$ cat src/rtl/byte_load_sequencer.sv
`default_nettype none
// ============================================================================
// Module   : byte_load_sequencer
// Function : Sequences byte/halfword loads over an 8-bit memory port with
//            zero/sign extension, timeout abort and done/err pulses.
//            Optional macro ALIGN_CHECK_EN aborts odd-address halfword loads.
// Revision : 1.0  initial release
// ============================================================================
module byte_load_sequencer #(
  parameter int unsigned TIMEOUT_CYCLES = 15
) (
  input  logic        clk,
  input  logic        reset_n,
  input  logic        start,
  input  logic [15:0] addr,
  input  logic [1:0]  mode,
  output logic        busy,
  output logic        done,
  output logic        err,
  output logic [15:0] result,
  output logic        mem_req,
  output logic [15:0] mem_addr,
  input  logic        mem_ack,
  input  logic [7:0]  mem_rdata
);

  localparam logic [2:0] S_IDLE  = 3'd0;
  localparam logic [2:0] S_RD_LO = 3'd1;
  localparam logic [2:0] S_RD_HI = 3'd2;
  localparam logic [2:0] S_FIN   = 3'd3;
  localparam logic [2:0] S_ABORT = 3'd4;

  localparam logic [1:0] C_MODE_SEXT = 2'b01;
  localparam logic [1:0] C_MODE_HALF = 2'b10;
  localparam logic [7:0] C_TIMEOUT    = 8'(TIMEOUT_CYCLES);
  localparam bit         C_TIMEOUT_EN = (TIMEOUT_CYCLES != 0);

  logic [2:0]  r_state;
  logic [2:0]  w_next;
  logic [15:0] r_addr;
  logic [1:0]  r_mode;
  logic [7:0]  r_lo;
  logic [7:0]  r_cnt;
  logic [15:0] r_result;

  logic        w_reading;
  logic        w_expired;
  logic        w_misaligned;
  logic        w_enter_rd;
  logic [7:0]  w_lo;
  logic [15:0] w_result;

`ifdef ALIGN_CHECK_EN
  assign w_misaligned = (mode == C_MODE_HALF) && addr[0];
`else
  assign w_misaligned = 1'b0;
`endif

  assign w_reading = (r_state == S_RD_LO) || (r_state == S_RD_HI);
  // The limit is checked on the registered count, so an ack in that same cycle still wins.
  assign w_expired = C_TIMEOUT_EN && (r_cnt == C_TIMEOUT) && !mem_ack;
  assign w_enter_rd = ((w_next == S_RD_LO) && (r_state != S_RD_LO)) ||
                      ((w_next == S_RD_HI) && (r_state != S_RD_HI));

  // State register
  always_ff @(posedge clk or negedge reset_n) begin
    if (!reset_n) begin
      r_state <= S_IDLE;
    end else begin
      r_state <= w_next;
    end
  end

  // Next-state logic
  always_comb begin
    w_next = r_state;
    case (r_state)
      S_IDLE: begin
        if (start) begin
          w_next = w_misaligned ? S_ABORT : S_RD_LO;
        end
      end
      S_RD_LO: begin
        if (mem_ack) begin
          w_next = (r_mode == C_MODE_HALF) ? S_RD_HI : S_FIN;
        end else if (w_expired) begin
          w_next = S_ABORT;
        end
      end
      S_RD_HI: begin
        if (mem_ack) begin
          w_next = S_FIN;
        end else if (w_expired) begin
          w_next = S_ABORT;
        end
      end
      default: w_next = S_IDLE;
    endcase
  end

  // Output logic
  always_comb begin
    busy     = (r_state != S_IDLE);
    done     = (r_state == S_FIN);
    err      = (r_state == S_ABORT);
    mem_req  = w_reading;
    mem_addr = 16'h0000;
    if (r_state == S_RD_LO) begin
      mem_addr = r_addr;
    end else if (r_state == S_RD_HI) begin
      mem_addr = r_addr + 16'd1;
    end
  end

  assign result = r_result;

  // Result is assembled on the edge into FIN so it is valid alongside done.
  assign w_lo = (r_state == S_RD_LO) ? mem_rdata : r_lo;
  always_comb begin
    case (r_mode)
      C_MODE_SEXT: w_result = {{8{w_lo[7]}}, w_lo};
      C_MODE_HALF: w_result = {mem_rdata, r_lo};
      default:     w_result = {8'h00, w_lo};
    endcase
  end

  always_ff @(posedge clk or negedge reset_n) begin
    if (!reset_n) begin
      r_addr   <= 16'h0000;
      r_mode   <= 2'b00;
      r_lo     <= 8'h00;
      r_cnt    <= 8'h00;
      r_result <= 16'h0000;
    end else begin
      if ((r_state == S_IDLE) && start) begin
        r_addr <= addr;
        r_mode <= mode;
      end
      if ((r_state == S_RD_LO) && mem_ack) begin
        r_lo <= mem_rdata;
      end
      if (w_enter_rd) begin
        r_cnt <= 8'h00;
      end else if (w_reading && !mem_ack && (r_cnt != 8'hFF)) begin
        r_cnt <= r_cnt + 8'd1;
      end
      if (w_next == S_FIN) begin
        r_result <= w_result;
      end
    end
  end

endmodule
`default_nettype wire
$ cat config.mk
export PLATFORM = sky130hd
export DESIGN_NAME = byte_load_sequencer
export DESIGN_NICKNAME = d
export VERILOG_FILES = /design/src/rtl/byte_load_sequencer.sv
export SDC_FILE = /design/constraint.sdc
export NUM_CORES = 1
export LEC_CHECK = 0
export ABC_AREA = 1
export CAP_MARGIN = 20
export CORE_ASPECT_RATIO = 1.75
export CORE_MARGIN = 2
export CORE_UTILIZATION = 51
export CTS_CLUSTER_DIAMETER = 60
export DETAILED_ROUTE_END_ITERATION = 10
export PLACE_DENSITY_LB_ADDON = 0.1
export SYNTH_ARGS = -nofsm -noshare
export SYNTH_HDL_FRONTEND = slang
export SYNTH_SLANG_ARGS = --single-unit
$ cat constraint.sdc
create_clock -name clk -period 2.1 [get_ports clk]
set_clock_uncertainty 0.2 [all_clocks]
set_input_delay 0.21 -clock clk [delete_from_list [all_inputs] [get_ports clk]]
set_output_delay 0.21 -clock clk [all_outputs]
set_load 0.01 [all_outputs]
==> impl_results.md, run 1 <==
* Status: finished, violations left
* Failing checks: negative setup slack
* Largest net degree at the start of global routing at 54
* Cell area power density at 1330 mW/mm2
* R2r startpoint: r_state[1]
* GR Util met3 at 3.84%
* Max IR drop VDD at 0.690 mV
* Setup WS pre-CTS at -233 ps
* Crit path top cell by count: o21ai_1
* Seq. cell area at 0.00133 mm2
* Starting density of the core at 53.3%
* Pre-antenna DRT Iters at 4
* Die Wd at 61.8 um
* Post-synthesis sequential area ratio at 44.5%
* Htree depth at 2
* Hold Crit Class: input pin to flop
* Clock sinks at 53
* Met1 Use GR at 26.8%
* Final #Nets at 525
* Synth top area cells: dfrtp_1 (45%), nand2_1 (14%), o21ai_0 (7.1%)
* Fin worst setup slack at -80.9 ps
* Synth top area share at 44.5%
* Dpl cells at 553
* CTS max path bufs at 2
* EDFF count, synth at 0
* Switching part of the total at 44.2%
* Crit. End Element: output port
* Synth Flop Type: dfrtp_1
* Initial antenna violation count at 0
* Delay of the slowest cell on the worst path at 410 ps
* GR Util All Layers at 25.3%
* Num CTS Buffers at 5
* CTS clock-pin slew for the worst setup and hold paths at 90 ps
* Clock root cell: clkbuf_8
* Antenna viol nets, final at 0
* Worst-Skew Late Latency at 310 ps
* DRC viols at 0
* Async SR Flop Fraction at 100%
* GRT overflow at 0
* GRT busiest layer: met2
* Ys Warns at 0
* Hold Vio Cnt, Final at 0
* Switch Pwr at 2.46 mW
* Critical Path AT at 1770 ps
* Vias at 2945
* Critical path data required time at 1690 ps
* Cells after Synth at 382
* WHS Endpoint: r_addr[15]
* Int Power at 3.11 mW
* RSZ-0062 raised after global routing: true
* Cell Rows at 36
* Fin. max-slew vios at 0
* Highest-delay cell along the critical path: dfrtp_1
* Hold Path Stages at 3
* Ant diodes at 0
* Area of the die at 0.00649 mm2
* Mapped cell area at 0.00298 mm2
* Gate power share at 59.3%
* HPWL after DPL at 5770 um
* Max Clock Freq at 459 MHz
* Area delta synth->final at 40.5%
* Initial DRC Count at 160
* Fill count at 456
* DR vias/cell at 5.18
* Chip Height at 105 um
* Leakage at 2.02 nW
* Net Count, Synth at 416
* I/O pin cnt at 66
* Worst Reg-to-Reg Cells at 8
* Synth unique cells at 35
* Rel. slew slack at 55.5%
* Final wirelength at 7870 um
* Core Region at 0.00559 mm2
* Final non-filler cell total at 568
* Setup CP Type: flop to output port
* Multi-input logic area at 0.00154 mm2
* Sequential share of power at 30.5%
* Share of the clock period used by the worst path at 104%
* M2 GR Usage at 46.6%
* Final setup fails at 6
* Least-Margin Pin Slew at 667 ps
* Critical path startpoint category: flop
* Clock Power Share at 10.2%
* Vias in the first global route at 2882
* Port Buffers at 65
* Drt wl/cell at 13.9 um
* Capturing point of the worst reg2reg path: result[0]
* R2R setup slack at 210 ps
* Avg Cell Area, Syn at 7.80 um2
* Max Cap Viol at 0
* Post-layout min period at 2180 ps
* Hold path start: addr[15]
* Critical path, cell by cell: ha_4, nand3_4, nor2_4, nand2_2, nor2_2, inv_1, o21ai_1, nand3_1, o21ai_1, buf_2
* Crit-path max FO at 2
* GP Congestion at 0.902
* FF+latch count, synth at 53
* Layout cell share with drive strength beyond 1 at 24.8%
* First-pass GRT wire length at 12400 um
* Post-synth top area cell: dfrtp_1
* TritonCTS clock tree: yes
[worst max-delay path by stage]
stage / startpoint / slack (ps) / cells past startpoint / endpoint
2_1_floorplan: r_addr[0] / 300 / 9 / mem_addr[8]
3_3_place_gp: r_addr[3] / -210 / 7 / mem_addr[14]
3_5_place_dp: r_addr[1] / -230 / 10 / mem_addr[8]
4_1_cts: r_addr[1] / -140 / 10 / mem_addr[8]
5_1_grt: r_addr[1] / -180 / 10 / mem_addr[8]
6_report: r_addr[1] / -80 / 10 / mem_addr[8]
[stage by stage]
step	setup TNS, ps	util (%)	cell area, um2	hold WS [ps]	total power, mW
3_3_place_gp	-866	71.0	3960	169	4.86
4_1_cts	-351	73.3	4090	235	5.46
5_1_grt	-1110	74.9	4190	250	6.01
3_5_place_dp	-1160	71.0	3960	169	4.93
2_1_floorplan	0	-	2980	-286	3.43
6_report	-279	74.9	4190	234	5.58
[sequential cells by signal, indices dropped and copies added (netlist names)]
signal   cells
result      16
r_mode       2
r_cnt        8
r_addr      16
r_lo         8
r_state      3
[critical path, delay by kind of cell (launching register included)]
family | cells | cell delay, ps
AND/OR/NAND/NOR | 5 | 450
flip-flops | 1 | 410
buffers and inverters | 2 | 210
adder cells (fa/ha/maj) | 1 | 170
AO/OA/AOI/OAI | 2 | 200
[Yosys cell counts, types with 2 or more instances]
library cell	number
buf_4	2
nor2_1	30
o21ai_2	8
xor2_1	3
dfrtp_1	53
a22oi_1	9
nand2_4	3
inv_1	43
nor3_1	8
a21oi_1	2
nand4_1	9
ha_1	4
o22ai_1	5
nor2_4	2
nand2_1	109
nand3_1	21
o21ai_0	42
nand2_2	7
clkbuf_1	2
nand3_4	2
buf_2	4
[routing by layer]
| layer | up-vias | share of wire, % |
|---|---|---|
| li1 | 1461 | - |
| met1 | 1387 | 38 |
| met2 | 80 | 56 |
| met3 | 17 | 4.0 |
| met4 | 0 | 2.5 |
| met5 | - | 0 |
[cells by family (layout without fill, tap and decap cells)]
| family | count (synthesis) | count (layout) | synth area share [%] |
|---|---|---|---|
| DFF | 53 | 53 | 44.5 |
| xor gates and xnor gates | 4 | 4 | 1.18 |
| and+or+nand+nor | 194 | 194 | 29.6 |
| AOI/OAI and AO/OA | 71 | 71 | 14.9 |
| adders and majority gates | 4 | 4 | 1.68 |
| buffers and inverters | 56 | 166 | 8.19 |
[placed cells by master, fill, tap and decap left out, types with 2 or more instances in the layout]
master,count
a21oi_1,2
a22oi_1,8
buf_2,11
buf_4,42
buf_6,3
clkbuf_1,2
clkbuf_2,3
clkbuf_8,5
clkdlybuf4s50_1,46
dfrtp_1,51
dfrtp_2,2
dlygate4sd2_1,4
ha_1,3
inv_1,41
inv_2,3
nand2_1,105
nand2_2,11
nand2_4,3
nand3_1,18
nand3_2,2
nand3_4,4
nand4_1,9
nor2_1,25
nor2_2,3
nor2_4,5
nor3_1,2
nor3_2,5
o21ai_0,37
o21ai_1,4
o21ai_2,9
o22ai_1,5
xor2_1,3
[layout make-up]
cell class / instances / area share (%)
Clock buffer: 7 / 1.82
Clock inverter: 1 / 0.179
Inverter: 46 / 4.30
Multi-Input combinational cell: 273 / 36.9
Sequential cell: 53 / 31.7
Tap cell: 76 / 2.27
Timing Repair Buffer: 112 / 22.8
[what timing repair did]
item                                   CTS  global route
hold buffers                             1             0
setup endpoints to repair               18            15
pin swaps                                6             8
endpoints found under the hold margin   53             0
resized for setup                       62            37
setup buffers                            6             0
[power by group through the flow]
stage	registers (mW)	logic, mW	clock network (mW)
2_1_floorplan	1.72	1.71	0
3_3_place_gp	1.68	3.18	0
3_5_place_dp	1.69	3.24	0
4_1_cts	1.67	3.21	0.581
5_1_grt	1.75	3.65	0.621
6_report	1.70	3.31	0.569
No activity file was read; power rests on OpenSTA's default activity.
==> run 2, diff against run 1 <==
Settings changed: PLACE_DENSITY set to 0.9, PLACE_DENSITY_LB_ADDON 0.1 to unset.
==> impl_results.md, run 2 (synthesized netlist as in run 1, its figures left out) <==
* Crit path top cell by count: nand2_1 (was o21ai_1)
* Largest net degree at the start of global routing at 33 (was 54)
* Delay-heaviest family, CP: simple AND/OR/NAND/NOR gates (unchanged)
* Status: finished, violations left (unchanged)
* Num CTS Buffers at 5 (unchanged)
* Hold Vio Cnt, Final at 0 (unchanged)
* Crit. End Element: output port (unchanged)
* Vias in the first global route at 3191 (was 2882)
* Final setup fails at 10 (was 6)
* CTS clock-pin slew for the worst setup and hold paths at 90 ps (about the same)
* R2r startpoint: r_mode[0] (was r_state[1])
* Area delta synth->final at 45.5% (was 40.5%)
* Critical path origin: r_addr[5] (was r_addr[1])
* Cell Rows at 36 (unchanged)
* Finished Core Util at 77.6% (was 74.9%)
* Final instance area at 0.00434 mm2 (was 0.00419 mm2)
* Critical path data required time at 1690 ps (about the same)
* Share of the clock period used by the worst path at 115% (was 104%)
* Crit-path max FO at 3 (was 2)
* GR Util All Layers at 30.6% (was 25.3%)
* Chip Height at 105 um (unchanged)
* GP Congestion at 0.938 (was 0.902)
* Fin. max-slew vios at 0 (unchanged)
* Dpl cells at 559 (was 553)
* Leakage at 2.12 nW (was 2.02 nW)
* Critical Path AT at 1990 ps (was 1770 ps)
* Delay of the slowest cell on the worst path at 430 ps (was 410 ps)
* Port Buffers at 65 (unchanged)
* Fill count at 380 (was 456)
* Antenna viol nets, final at 0 (unchanged)
* Final #Nets at 538 (was 525)
* HPWL after DPL at 6280 um (was 5770 um)
* Placed Instance Area at 0.00402 mm2 (was 0.00396 mm2)
* TritonCTS clock tree: yes (unchanged)
* Worst setup endpoint: mem_addr[14] (was mem_addr[8])
* Setup CP Type: flop to output port (unchanged)
* DR vias/cell at 5.55 (was 5.18)
* Fin worst setup slack at -305 ps (was -80.9 ps)
* WHS at 233 ps (was 234 ps)
* Starting density of the core at 53.3% (unchanged)
* Initial DRC Count at 318 (was 160)
* Initial antenna violation count at 0 (unchanged)
* Worst-Skew Late Latency at 320 ps (was 310 ps)
* Buffers and inverters on the worst path at 1 (was 2)
* Final wirelength at 9640 um (was 7870 um)
* Worst Reg-to-Reg Cells at 7 (was 8)
* Highest-delay cell along the critical path: dfrtp_1 (unchanged)
* Most common cell after layout, fill and taps aside: nand2_1 (unchanged)
* I/O pin cnt at 66 (unchanged)
* Hold Crit Class: input pin to flop (unchanged)
* Ant diodes at 0 (unchanged)
* First-pass GRT wire length at 14900 um (was 12400 um)
* Critical path, cell by cell: nand2_1, nor3_2, nand4_1, nor2_1, nand2_1, a22oi_1, buf_2 (was ha_4, nand3_4, nor2_4, nand2_2, nor2_2, inv_1, o21ai_1, nand3_1, o21ai_1, buf_2)
* Final non-filler cell total at 581 (was 568)
* Least-Margin Pin Slew at 705 ps (was 667 ps)
* Clock root cell: clkbuf_8 (unchanged)
* Failing checks: negative setup slack (unchanged)
* Post-layout min period at 2400 ps (was 2180 ps)
* Max IR drop VDD at 0.842 mV (was 0.690 mV)
* Clock sinks at 53 (unchanged)
* Layout cell share with drive strength beyond 1 at 27.9% (was 24.8%)
* Critical path startpoint category: flop (unchanged)
* CTS max path bufs at 2 (unchanged)
* Area of the die at 0.00649 mm2 (unchanged)
* Setup WS pre-CTS at -311 ps (was -233 ps)
* DRC viols at 0 (unchanged)
* Capturing point of the worst reg2reg path: result[2] (was result[0])
* R2R setup slack at 210 ps (about the same)
* Cell area power density at 1390 mW/mm2 (was 1330 mW/mm2)
* RSZ-0062 raised after global routing: true (unchanged)
* Max Cap Viol at 0 (unchanged)
* Vias at 3227 (was 2945)
* Pre-antenna DRT Iters at 5 (was 4)
* GRT overflow at 0 (unchanged)
* Core Region at 0.00559 mm2 (unchanged)
* Critical Path Stages at 7 (was 10)
* Most frequent cells in the layout: nand2_1 (104), buf_4 (50), dfrtp_1 (49) (was nand2_1 (105), dfrtp_1 (51), clkdlybuf4s50_1 (46))
* Max Clock Freq at 416 MHz (was 459 MHz)
* Die Wd at 61.8 um (unchanged)
* Drt wl/cell at 16.6 um (was 13.9 um)
* Htree depth at 2 (unchanged)
* Rel. slew slack at 53.0% (was 55.5%)
==> run 2: cell count changes in the layout (fill, tap and decap cells not counted), sizes merged <==
cell / change
buf: +13
clkbuf: -3
bufinv: +1
clkdlybuf4s15: +1
dlygate4sd2: -1
dlymetal6s2s: +1
inv: +1
==> run 2: area by class of cell <==
class	instances	area (um2)	area share, %
Multi-Input combinational cell	273	1520	35.1
Sequential cell	53	1330	30.7
Timing Repair Buffer	125	1090	25.1
Inverter	46	183	4.21
Tap cell	76	95.1	2.19
Clock buffer	5	68.8	1.59
Clock inverter	3	46.3	1.07
==> run 2: worst reg2reg max path, cell delays in order, from the launching register on <==
cell,delay (ps)
dfrtp_1,370
inv_1,60
ha_1,290
inv_1,60
nand2_1,240
o21ai_2,190
a22oi_1,280
o21ai_2,90
==> run 2: through the flow <==
step                power [mW]  TNS [ps]
global placement          4.92      -445
finish                    6.01     -1500
CTS                       5.74      -148
detailed placement        5.03      -970
global route              6.42     -3090
floorplan                 3.43         0
==> run 2: how the worst min path moves through the flow <==
stage	startpoint	to	slack (ps)	cells after the start
6_report	addr[12]	r_addr[12]	230	3
5_1_grt	addr[12]	r_addr[12]	250	3
4_1_cts	addr[12]	r_addr[12]	220	3
3_5_place_dp	reset_n	r_addr[11]	90	1
3_3_place_gp	reset_n	r_addr[14]	80	1
2_1_floorplan	reset_n	r_addr[0]	-290	0
==> run 2: routing by layer <==
layer | track usage [%] | vias to the layer above | part of all wire, %
met5 | 0 | - | 0
met4 | 15.2 | 0 | 6.1
met3 | 8.04 | 49 | 5.5
met2 | 51.9 | 161 | 54
met1 | 33.3 | 1523 | 34
li1 | - | 1494 | -
==> run 2: power breakdown <==
part           leakage, nW  total, mW  internal (mW)  switching [mW]
clock network       0.0543      0.708          0.357           0.351
registers            0.679       1.74           1.41           0.326
logic                 1.39       3.56           1.56            2.00
==> run 2: repair_timing <==
action,4_1_cts,5_1_grt
hold buffers,1,0
pin swaps,14,12
resized for setup,72,40
endpoints found under the hold margin,28,0
setup endpoints to repair,18,15
setup buffers,7,6
==> run 3, diff against run 2 <==
Settings changed: CORE_ASPECT_RATIO 1.75 to unset, CORE_MARGIN 2 to 4.
==> impl_results.md, run 3 (synthesized netlist as in run 1, its figures left out) <==
* Status: finished, violations left (unchanged)
* Failing checks: negative setup slack (unchanged)
* Dpl cells at 551 (was 559)
* R2R setup slack at 190 ps (was 210 ps)
* Vias at 3231 (was 3227)
* Hold Crit Class: input pin to asynchronous set/reset pin (was input pin to flop)
* Clock root cell: clkbuf_8 (unchanged)
* Final instance area at 0.00444 mm2 (was 0.00434 mm2)
* Final wirelength at 9400 um (was 9640 um)
* Most common cell after layout, fill and taps aside: nand2_1 (unchanged)
* Setup WS pre-CTS at -237 ps (was -311 ps)
* Metal3 WL at 748 um (was 529 um)
* Die Wd at 84.4 um (was 61.8 um)
* Num CTS Buffers at 5 (unchanged)
* Max Clock Freq at 451 MHz (was 416 MHz)
* Switch Pwr at 2.76 mW (was 2.67 mW)
* CTS max path bufs at 2 (unchanged)
* Vias in the first global route at 3169 (was 3191)
* Placed Instance Area at 0.00399 mm2 (was 0.00402 mm2)
* Final #Nets at 540 (was 538)
* Int Power at 3.36 mW (was 3.33 mW)
* Htree depth at 2 (unchanged)
* Post-layout min period at 2220 ps (was 2400 ps)
* Crit-path max FO at 2 (was 3)
* Switching part of the total at 45.1% (was 44.5%)
* Setup CP Type: flop to output port (unchanged)
* Max Used Layer: met4 (unchanged)
* Cell Rows at 27 (was 36)
* Clock Power Share at 9.8% (was 11.8%)
* Fin. max-slew vios at 0 (unchanged)
* RSZ-0062 raised after global routing: true (unchanged)
* Sequential share of power at 28.1% (was 29.0%)
* Pre-antenna DRT Iters at 5 (unchanged)
* Chip Height at 84.4 um (was 105 um)
* Initial DRC Count at 261 (was 318)
* Gate power share at 62.2% (was 59.3%)
* Max IR drop VDD at 0.729 mV (was 0.842 mV)
* WL met2 at 4730 um (was 5210 um)
* CTS clock-pin slew for the worst setup and hold paths at 100 ps (was 90 ps)
* Crit. End Element: output port (unchanged)
* GP Congestion at 0.864 (was 0.938)
* Area of the die at 0.00713 mm2 (was 0.00649 mm2)
* Layout cell share with drive strength beyond 1 at 30.0% (was 27.9%)
* Critical Path AT at 1810 ps (was 1990 ps)
* DRC viols at 0 (unchanged)
* GR Util All Layers at 25.2% (was 30.6%)
* Final setup fails at 10 (unchanged)
* Rel. slew slack at 72.8% (was 53.0%)
* Critical path startpoint category: flop (unchanged)
* Critical path data required time at 1690 ps (about the same)
* Initial antenna violation count at 0 (unchanged)
* HPWL after DPL at 6250 um (was 6280 um)
* Highest-delay cell along the critical path: dfrtp_1 (unchanged)
* First-pass GRT wire length at 14700 um (was 14900 um)
* Critical path, cell by cell: buf_4, nand2_1, nor3_2, nand4_1, nor2_1, buf_4, nor2_1, o21ai_1, nand2_1, buf_2 (was nand2_1, nor3_2, nand4_1, nor2_1, nand2_1, a22oi_1, buf_2)
* GRT overflow at 0 (unchanged)
* Drt wl/cell at 16.2 um (was 16.6 um)
* Delay of the slowest cell on the worst path at 370 ps (was 430 ps)
* Port Buffers at 65 (unchanged)
* Core Region at 0.00557 mm2 (was 0.00559 mm2)
* Max Cap Viol at 0 (unchanged)
* Leakage at 2.18 nW (was 2.12 nW)
* Fin worst setup slack at -115 ps (was -305 ps)
* TritonCTS clock tree: yes (unchanged)
* Starting density of the core at 53.4% (was 53.3%)
* Cell area power density at 1380 mW/mm2 (was 1390 mW/mm2)
* Worst-Skew Late Latency at 310 ps (was 320 ps)
* Clock sinks at 53 (unchanged)
* Most frequent cells in the layout: nand2_1 (100), dfrtp_1 (50), clkdlybuf4s50_1 (46), buf_4 (46), inv_1 (39) (was nand2_1 (104), buf_4 (50), dfrtp_1 (49))
* DR vias/cell at 5.58 (was 5.55)
* Area delta synth->final at 49.0% (was 45.5%)
* Antenna viol nets, final at 0 (unchanged)
* Met1 Routed Length at 3660 um (was 3320 um)
* Hold Vio Cnt, Final at 0 (unchanged)
* Largest net degree at the start of global routing at 47 (was 33)
* I/O pin cnt at 66 (unchanged)
* Least-Margin Pin Slew at 405 ps (was 705 ps)
* Ant diodes at 0 (unchanged)
* Share of the clock period used by the worst path at 105% (was 115%)
* Final non-filler cell total at 579 (was 581)
* Design Power at 6.12 mW (was 6.01 mW)
==> run 3: changes by cell type in the layout (fill, tap and decap cells not counted), sizes merged <==
cell | before | now
bufinv | 1 | 0
inv | 46 | 47
clkdlybuf4s15 | 2 | 1
buf | 70 | 74
dlygate4sd2 | 3 | 2
==> run 3: timing repair <==
action	4_1_cts	5_1_grt
pin swaps	16	22
gates resized for setup	94	44
setup buffers	14	11
hold endpoints to repair	53	0
setup endpoints to repair	18	17
hold buffers	1	0
==> run 3: routing by layer <==
layer  vias to the layer above  global-route usage (%)
li1                       1490                       -
met1                      1514                    30.4
met2                       198                    45.3
met3                        29                    5.00
met4                         0                    7.34
met5                         -                       0
==> run 3: worst max-delay path, delay by kind of cell, from the launching register on <==
| kind | cells | cell delay, ps |
|---|---|---|
| AO/OA/AOI/OAI | 1 | 60 |
| AND/OR/NAND/NOR | 6 | 680 |
| flip-flops | 1 | 370 |
| buffers and inverters | 3 | 380 |
==> run 3: through the flow <==
step	hold slack [ps]	util (%)	setup TNS [ps]
floorplan	-286	-	0
global placement	-117	71.5	-716
detailed placement	-116	71.5	-1150
CTS	82.2	76.5	-407
global route	81.4	79.6	-1780
finish	82.0	79.6	-649
==> run 3: power groups by stage <==
stage          combinational, mW  sequential (mW)  clock [mW]
6_report                    3.80             1.72       0.598
5_1_grt                     4.12             1.76       0.664
4_1_cts                     3.48             1.69       0.607
3_5_place_dp                3.30             1.70           0
3_3_place_gp                3.20             1.68           0
2_1_floorplan               1.71             1.72           0
==> run 3: final timing paths <==
check	start	end	cells past startpoint
setup reg to reg	r_state[2]	result[1]	11
setup / recovery	r_addr[7]	mem_addr[12]	10
hold / removal	reset_n	r_addr[5]	2
hold reg to reg	result[12]	result[12]	2
min in group clk	addr[12]	r_addr[12]	3
max in group asynchronous	reset_n	r_state[1]	3
==> run 3: cell type report <==
cell class,instances,area [um2]
multi-input combinational,273,1610
sequential,53,1330
timing repair buffer,127,1140
fill,371,1140
inverter,46,178
tap,72,90.1
clock buffer,5,68.8
clock inverter,3,21.3
